### src/rtl/scan_sequencer_if.sv
// Requester A/B handshake and scan-controller drive signals for scan_sequencer.
// The sequencer uses the slave view; requesters and the scan controller model use master.
interface scan_sequencer_if;
  logic       a_valid;
  logic       b_valid;
  logic [8:0] a_select;
  logic [8:0] b_select;
  logic [7:0] a_inputs;
  logic [7:0] b_inputs;
  logic       a_done;
  logic       b_done;
  logic [7:0] result;
  logic       err;
  logic [8:0] sc_active_select;
  logic [7:0] sc_inputs;
  logic       sc_ready;
  logic [7:0] sc_outputs;

  modport slave (
    input  a_valid, b_valid, a_select, b_select, a_inputs, b_inputs,
    input  sc_ready, sc_outputs,
    output a_done, b_done, result, err, sc_active_select, sc_inputs
  );

  modport master (
    output a_valid, b_valid, a_select, b_select, a_inputs, b_inputs,
    output sc_ready, sc_outputs,
    input  a_done, b_done, result, err, sc_active_select, sc_inputs
  );
endinterface

### src/rtl/scan_sequencer.sv
// Round-robin arbiter that runs one scan-controller load/result pass pair per request
// and returns the captured design output byte to the granted requester.
module scan_sequencer #(
  parameter int NUM_DESIGNS    = 8,
  parameter int TIMEOUT_CYCLES = 1024
) (
  input  logic              clk,
  input  logic              reset_n,
  scan_sequencer_if.slave   bus
);

  typedef enum logic [2:0] {
    IDLE,
    ARB,
    WAIT_LOAD,
    WAIT_RESULT,
    CAPTURE,
    FINISH
  } state_t;

  localparam logic [15:0] TO_TERM = 16'(TIMEOUT_CYCLES - 1);
  localparam logic        GRANT_A = 1'b0;
  localparam logic        GRANT_B = 1'b1;

  function automatic logic sel_in_range(input logic [8:0] sel);
    return int'(sel) < NUM_DESIGNS;
  endfunction

  state_t      state_q, state_d;
  logic [8:0]  sc_sel_q, sc_sel_d;
  logic [7:0]  sc_in_q, sc_in_d;
  logic [7:0]  result_q, result_d;
  logic        err_q, err_d;
  logic        a_done_q, a_done_d;
  logic        b_done_q, b_done_d;
  logic [15:0] cnt_q, cnt_d;
  logic        last_grant_q, last_grant_d;
  logic        owner_q, owner_d;

  logic        any_valid;
  logic        win_b;
  logic [8:0]  win_sel;
  logic [7:0]  win_in;

  // On a tie the requester not granted last wins; otherwise whoever is asking.
  always_comb begin
    any_valid = bus.a_valid | bus.b_valid;
    win_b     = (bus.a_valid & bus.b_valid) ? (last_grant_q == GRANT_A) : bus.b_valid;
    win_sel   = win_b ? bus.b_select : bus.a_select;
    win_in    = win_b ? bus.b_inputs : bus.a_inputs;
  end

  always_comb begin
    state_d      = state_q;
    sc_sel_d     = sc_sel_q;
    sc_in_d      = sc_in_q;
    result_d     = 8'h00;
    err_d        = 1'b0;
    cnt_d        = cnt_q;
    last_grant_d = last_grant_q;
    owner_d      = owner_q;

    unique case (state_q)
      IDLE: begin
        if (any_valid) state_d = ARB;
      end
      ARB: begin
        if (!any_valid) begin
          state_d = IDLE;
        end else begin
          owner_d      = win_b;
          last_grant_d = win_b;
          if (!sel_in_range(win_sel)) begin
            err_d   = 1'b1;
            state_d = FINISH;
          end else begin
            sc_sel_d = win_sel;
            sc_in_d  = win_in;
            cnt_d    = 16'd0;
            state_d  = WAIT_LOAD;
          end
        end
      end
      WAIT_LOAD: begin
        // A ready on the terminal-count cycle still wins over the timeout.
        if (bus.sc_ready) begin
          cnt_d   = 16'd0;
          state_d = WAIT_RESULT;
        end else if (cnt_q == TO_TERM) begin
          err_d   = 1'b1;
          state_d = FINISH;
        end else begin
          cnt_d = cnt_q + 16'd1;
        end
      end
      WAIT_RESULT: begin
        if (bus.sc_ready) begin
          state_d = CAPTURE;
        end else if (cnt_q == TO_TERM) begin
          err_d   = 1'b1;
          state_d = FINISH;
        end else begin
          cnt_d = cnt_q + 16'd1;
        end
      end
      CAPTURE: begin
        result_d = bus.sc_outputs;
        state_d  = FINISH;
      end
      FINISH: begin
        state_d = IDLE;
      end
      default: begin
        state_d = IDLE;
      end
    endcase

    a_done_d = (state_d == FINISH) && (owner_d == GRANT_A);
    b_done_d = (state_d == FINISH) && (owner_d == GRANT_B);
  end

  always_ff @(posedge clk) begin
    if (!reset_n) begin
      state_q      <= IDLE;
      sc_sel_q     <= 9'd0;
      sc_in_q      <= 8'h00;
      result_q     <= 8'h00;
      err_q        <= 1'b0;
      a_done_q     <= 1'b0;
      b_done_q     <= 1'b0;
      cnt_q        <= 16'd0;
      last_grant_q <= GRANT_B;
      owner_q      <= GRANT_A;
    end else begin
      state_q      <= state_d;
      sc_sel_q     <= sc_sel_d;
      sc_in_q      <= sc_in_d;
      result_q     <= result_d;
      err_q        <= err_d;
      a_done_q     <= a_done_d;
      b_done_q     <= b_done_d;
      cnt_q        <= cnt_d;
      last_grant_q <= last_grant_d;
      owner_q      <= owner_d;
    end
  end

  assign bus.a_done           = a_done_q;
  assign bus.b_done           = b_done_q;
  assign bus.result           = result_q;
  assign bus.err              = err_q;
  assign bus.sc_active_select = sc_sel_q;
  assign bus.sc_inputs        = sc_in_q;

endmodule

### src/flat_wrapper.sv
// flat-port wrapper written by rule: the top's interface ports become plain ports
module scan_sequencer_flat 
#(
  parameter int NUM_DESIGNS    = 8,
  parameter int TIMEOUT_CYCLES = 1024
)
  (clk, reset_n, bus_a_valid, bus_b_valid, bus_a_select, bus_b_select, bus_a_inputs, bus_b_inputs, bus_sc_ready, bus_sc_outputs, bus_a_done, bus_b_done, bus_result, bus_err, bus_sc_active_select, bus_sc_inputs);
  scan_sequencer_if bus_i ();
  input  logic clk;
  input  logic reset_n;
  input wire logic [$bits(bus_i.a_valid)-1:0] bus_a_valid;
  input wire logic [$bits(bus_i.b_valid)-1:0] bus_b_valid;
  input wire logic [$bits(bus_i.a_select)-1:0] bus_a_select;
  input wire logic [$bits(bus_i.b_select)-1:0] bus_b_select;
  input wire logic [$bits(bus_i.a_inputs)-1:0] bus_a_inputs;
  input wire logic [$bits(bus_i.b_inputs)-1:0] bus_b_inputs;
  input wire logic [$bits(bus_i.sc_ready)-1:0] bus_sc_ready;
  input wire logic [$bits(bus_i.sc_outputs)-1:0] bus_sc_outputs;
  output wire logic [$bits(bus_i.a_done)-1:0] bus_a_done;
  output wire logic [$bits(bus_i.b_done)-1:0] bus_b_done;
  output wire logic [$bits(bus_i.result)-1:0] bus_result;
  output wire logic [$bits(bus_i.err)-1:0] bus_err;
  output wire logic [$bits(bus_i.sc_active_select)-1:0] bus_sc_active_select;
  output wire logic [$bits(bus_i.sc_inputs)-1:0] bus_sc_inputs;
  assign bus_i.a_valid = bus_a_valid;
  assign bus_i.b_valid = bus_b_valid;
  assign bus_i.a_select = bus_a_select;
  assign bus_i.b_select = bus_b_select;
  assign bus_i.a_inputs = bus_a_inputs;
  assign bus_i.b_inputs = bus_b_inputs;
  assign bus_i.sc_ready = bus_sc_ready;
  assign bus_i.sc_outputs = bus_sc_outputs;
  assign bus_a_done = bus_i.a_done;
  assign bus_b_done = bus_i.b_done;
  assign bus_result = bus_i.result;
  assign bus_err = bus_i.err;
  assign bus_sc_active_select = bus_i.sc_active_select;
  assign bus_sc_inputs = bus_i.sc_inputs;
  scan_sequencer #(.NUM_DESIGNS(NUM_DESIGNS), .TIMEOUT_CYCLES(TIMEOUT_CYCLES)) u_core (.clk(clk), .reset_n(reset_n), .bus(bus_i));
endmodule
### config.mk
export PLATFORM = sky130hd
export DESIGN_NAME = scan_sequencer_flat
export DESIGN_NICKNAME = d
export VERILOG_FILES = /design/src/rtl/scan_sequencer_if.sv /design/src/rtl/scan_sequencer.sv /design/src/flat_wrapper.sv
export SDC_FILE = /design/constraint.sdc
export NUM_CORES = 1
export LEC_CHECK = 0
export ABC_AREA = 1
export BUFFER_PORTS_ARGS = -buffer_cell sky130_fd_sc_hd__buf_4
export CORE_MARGIN = 3
export CORE_UTILIZATION = 57
export CTS_CLUSTER_DIAMETER = 120
export DETAILED_ROUTE_END_ITERATION = 7
export MAX_ROUTING_LAYER = met4
export PLACE_DENSITY = 0.85
export SYNTH_ARGS = -nofsm -noshare
export SYNTH_HDL_FRONTEND = slang
export SYNTH_SLANG_ARGS = --single-unit
### constraint.sdc
create_clock -name clk -period 3.1 [get_ports clk]
set_clock_uncertainty 0.15 [all_clocks]
set_input_delay 0.31 -clock clk [delete_from_list [all_inputs] [get_ports clk]]
set_output_delay 0.31 -clock clk [all_outputs]
set_load 0.05 [all_outputs]
==> impl_metrics.yaml <==
outcome:
  status: "finished, final reports clean"
grt:
  antenna_found_initial: 0
  grt_max_degree: 24
  grt_pass1_wl_mm: 12.81
  grt_pass1_vias: 2886
  grt_overflow_total: 0
  grt.total_usage: 0.2739
layout:
  layoutNonFillerInstCount: 546
  drive_gt1_frac: 0.2610
  layout_common_cells: "123 x nand2_1, 74 x buf_4, 49 x dfxtp_1, 45 x nand3_1, 37 x nor2_1"
  syn2layout_area_growth_pct: 23.30
  layout_commonest_cell: "nand2_1"
  insertedDiodeCount: 0
  fin_util: 0.7333
  fill_cells: 407
  nNetsFinal: 526
worst_setup_path:
  rrSetupSlack_ns: 0.86
  worstPathRequired_ns: 3.12
  cpMostUsedCell: "nand2_1"
  crit_path_max_fanout: 23
  cp.arrival_ns: 2.26
  cp_slowest_cell: "nor2_4"
  r2r_start: "u_core.last_grant_q$_SDFFE_PN1P_"
  path_class: "reg2reg"
  end_kind: "flip-flop"
  timing.rr.end: "u_core.bus.sc_active_select[3]$_SDFFE_PN0P_"
  worstRegToRegCells: 11
  cp_slowest_stage_delay_ns: 0.39
  crit_chain: "nand2_2, nand2_4, inv_2, nand2_1, nand2_1, nor2_1, nand2_1, nor2_4, inv_1, nand2_1, nor2_1"
  crit_path_start_kind: "flip-flop"
route:
  wl_mm: 7.471
  wl_per_cell_microns: 13.68
  vias: 2950
  detail-route-antenna-nets: 0
  vias_per_cell: 5.403
  drtIter0Drc: 192
  drcViolationCount: 0
  dr.pass1.iters: 5
run:
  max_cap_violations: 0
clock_network:
  hold_buffers: 0
  clkTransAtPathRegs_ns: 0.11
  clk_latency_ns: 0.32
  cts_buffers: 5
  post_cts_buffers: 0
  cts_sinks: 49
  htreeDepth: 2
  clockRootBuffer: "clkbuf_8"
  cts_buffer_depth: 2
  cts.repair.resized: 0
  cts_tree: "built"
floorplanning:
  die_y_microns: 76.67
  rows: 25
  core_sq_mm: 0.004786
  die_w_microns: 76.67
  io_pins: 75
  fp.dieArea_sq_mm: 0.005878
  initial_core_util: 0.5948
synthesis:
  ys_types: 36
  syn_area_sq_mm: 0.002846
  syn_nets: 460
  synth.ff_latch_count: 49
  synth-seq-area-share: 0.3446
  synthArstFlopShare: 0
  synth_edf_count: 0
  syn_inst: 412
  ys_warn_count: 0
  ys.flop_type: "dfxtp_1"
  avgSynthCellArea_sq_um: 6.909
placement:
  hpwlAfterDp_mm: 5.497
  placedCellCount: 538
  gp_congestion: 0.8568
  io_buffers: 74
power_and_ir_drop:
  irDropWorstVdd_mv: 0.3171
  power.density_mw_per_mm2: 388.1
  p_leak_nw: 1.720
  total_power_mw: 1.362
sta:
  hold_viol_final: 0
  fin_crit_ns: 2.237
  hold_slack_ns: 0.04545
  max_slew_margin: 0.4100
  setup_violations: 0
  tightest_slew_ns: 0.8840
  fmax_mhz: 447.1
  finalSetupTns_ns: 0
  maxSlewViolCount: 0
  period_share: 0.7215
  grt_setup_unrepaired: "no"
hold_path:
  holdPathEnd: "u_core.bus.result[6]$_SDFF_PN0_"
  whs_path_depth: 3
  hold_path_class: "in2reg"
  min_from: "bus_sc_outputs[6]"
[stage by stage]
| step | setup WS [ns] | area, sq um |
|---|---|---|
| 2_1_floorplan | 1.349 | 2846 |
| 3_3_place_gp | 0.9164 | 3392 |
| 3_5_place_dp | 0.7962 | 3392 |
| 4_1_cts | 0.8495 | 3510 |
| 5_1_grt | 0.6214 | 3510 |
| 6_report | 0.8633 | 3510 |
[per-layer routing]
metal  up-vias  GRT usage  wire length, microns
met4         0    0.09239                   139
met2        94     0.4704                  3665
met1      1379     0.3262                  3287
met5         -          -                     0
met3        16    0.04343                   379
li1       1461          -                     -
[synthesized netlist by cell type (3+ instances only)]
library cell | instances | area share
a21oi_1 | 12 | 0.021
dfxtp_1 | 49 | 0.34
inv_2 | 5 | 0.0066
xor2_1 | 3 | 0.0092
nand3b_1 | 7 | 0.018
nor2_1 | 37 | 0.049
inv_1 | 36 | 0.047
o21bai_1 | 5 | 0.013
buf_6 | 3 | 0.012
nand2_4 | 4 | 0.016
clkbuf_1 | 7 | 0.0092
a21oi_2 | 6 | 0.018
nand2_2 | 14 | 0.031
o211a_1 | 11 | 0.039
nand3_1 | 45 | 0.079
nor2_2 | 5 | 0.011
nand2_1 | 123 | 0.16
o21ai_0 | 5 | 0.0088
o211ai_1 | 4 | 0.011
buf_2 | 3 | 0.0053
nand4_1 | 13 | 0.029
[registers in the layout (all words and copies together) (netlist names)]
name / count
u_core.last_grant_q: 1
u_core.bus.err: 1
u_core.bus.sc_active_select: 9
u_core.bus.result: 8
u_core.bus.b_done: 1
u_core.bus.a_done: 1
u_core.state_q: 3
u_core.owner_q: 1
u_core.bus.sc_inputs: 8
u_core.cnt_q: 16
[layout make-up]
| class | count | area, sq um | area share |
|---|---|---|---|
| multi-input cells | 305 | 1608 | 0.4581 |
| clock inverters | 3 | 48.80 | 0.01390 |
| clock buffers | 5 | 68.82 | 0.01961 |
| flip-flops and latches | 49 | 980.9 | 0.2795 |
| repair buffers | 74 | 555.5 | 0.1583 |
| well taps | 67 | 83.83 | 0.02389 |
| inverters | 43 | 163.9 | 0.04670 |
[cells by family (layout without fill, tap and decap cells)]
family	Yosys count	after routing	share of synthesized area
AO/OA/AOI/OAI	45	45	0.1222
buffers and inverters	58	125	0.09055
adder cells (fa/ha/maj)	1	1	0.004395
flip-flops	49	49	0.3446
AND/OR/NAND/NOR	255	255	0.4259
XOR/XNOR	4	4	0.01231
[power breakdown]
part           leakage, nW  internal [mW]  total [mW]  switching [mW]
Sequential           0.396          0.642       0.652         0.00991
Combinational         1.27         0.0812       0.224           0.142
Clock               0.0563          0.246       0.487           0.241
[critical path: cells and delay by family, from the launching register on]
kind / cells / cell delay, ns
flip-flops: 1 / 0.36
AND/OR/NAND/NOR: 9 / 1.20
buffers and inverters: 2 / 0.38
[worst max-delay path by stage]
stage	depth (start not counted)	endpoint	slack (ns)	startpoint
3_3_place_gp	12	u_core.bus.sc_active_select[7]$_SDFFE_PN0P_	0.92	bus_a_valid
3_5_place_dp	12	u_core.bus.sc_active_select[7]$_SDFFE_PN0P_	0.80	bus_a_valid
5_1_grt	11	u_core.bus.sc_active_select[3]$_SDFFE_PN0P_	0.62	u_core.last_grant_q$_SDFFE_PN1P_
6_report	11	u_core.bus.sc_active_select[3]$_SDFFE_PN0P_	0.86	u_core.last_grant_q$_SDFFE_PN1P_
2_1_floorplan	11	u_core.cnt_q[3]$_SDFFE_PN0P_	1.35	u_core.cnt_q[0]$_SDFFE_PN0P_
4_1_cts	11	u_core.bus.sc_active_select[3]$_SDFFE_PN0P_	0.85	u_core.last_grant_q$_SDFFE_PN1P_
Power figures use the tool's default switching activity.
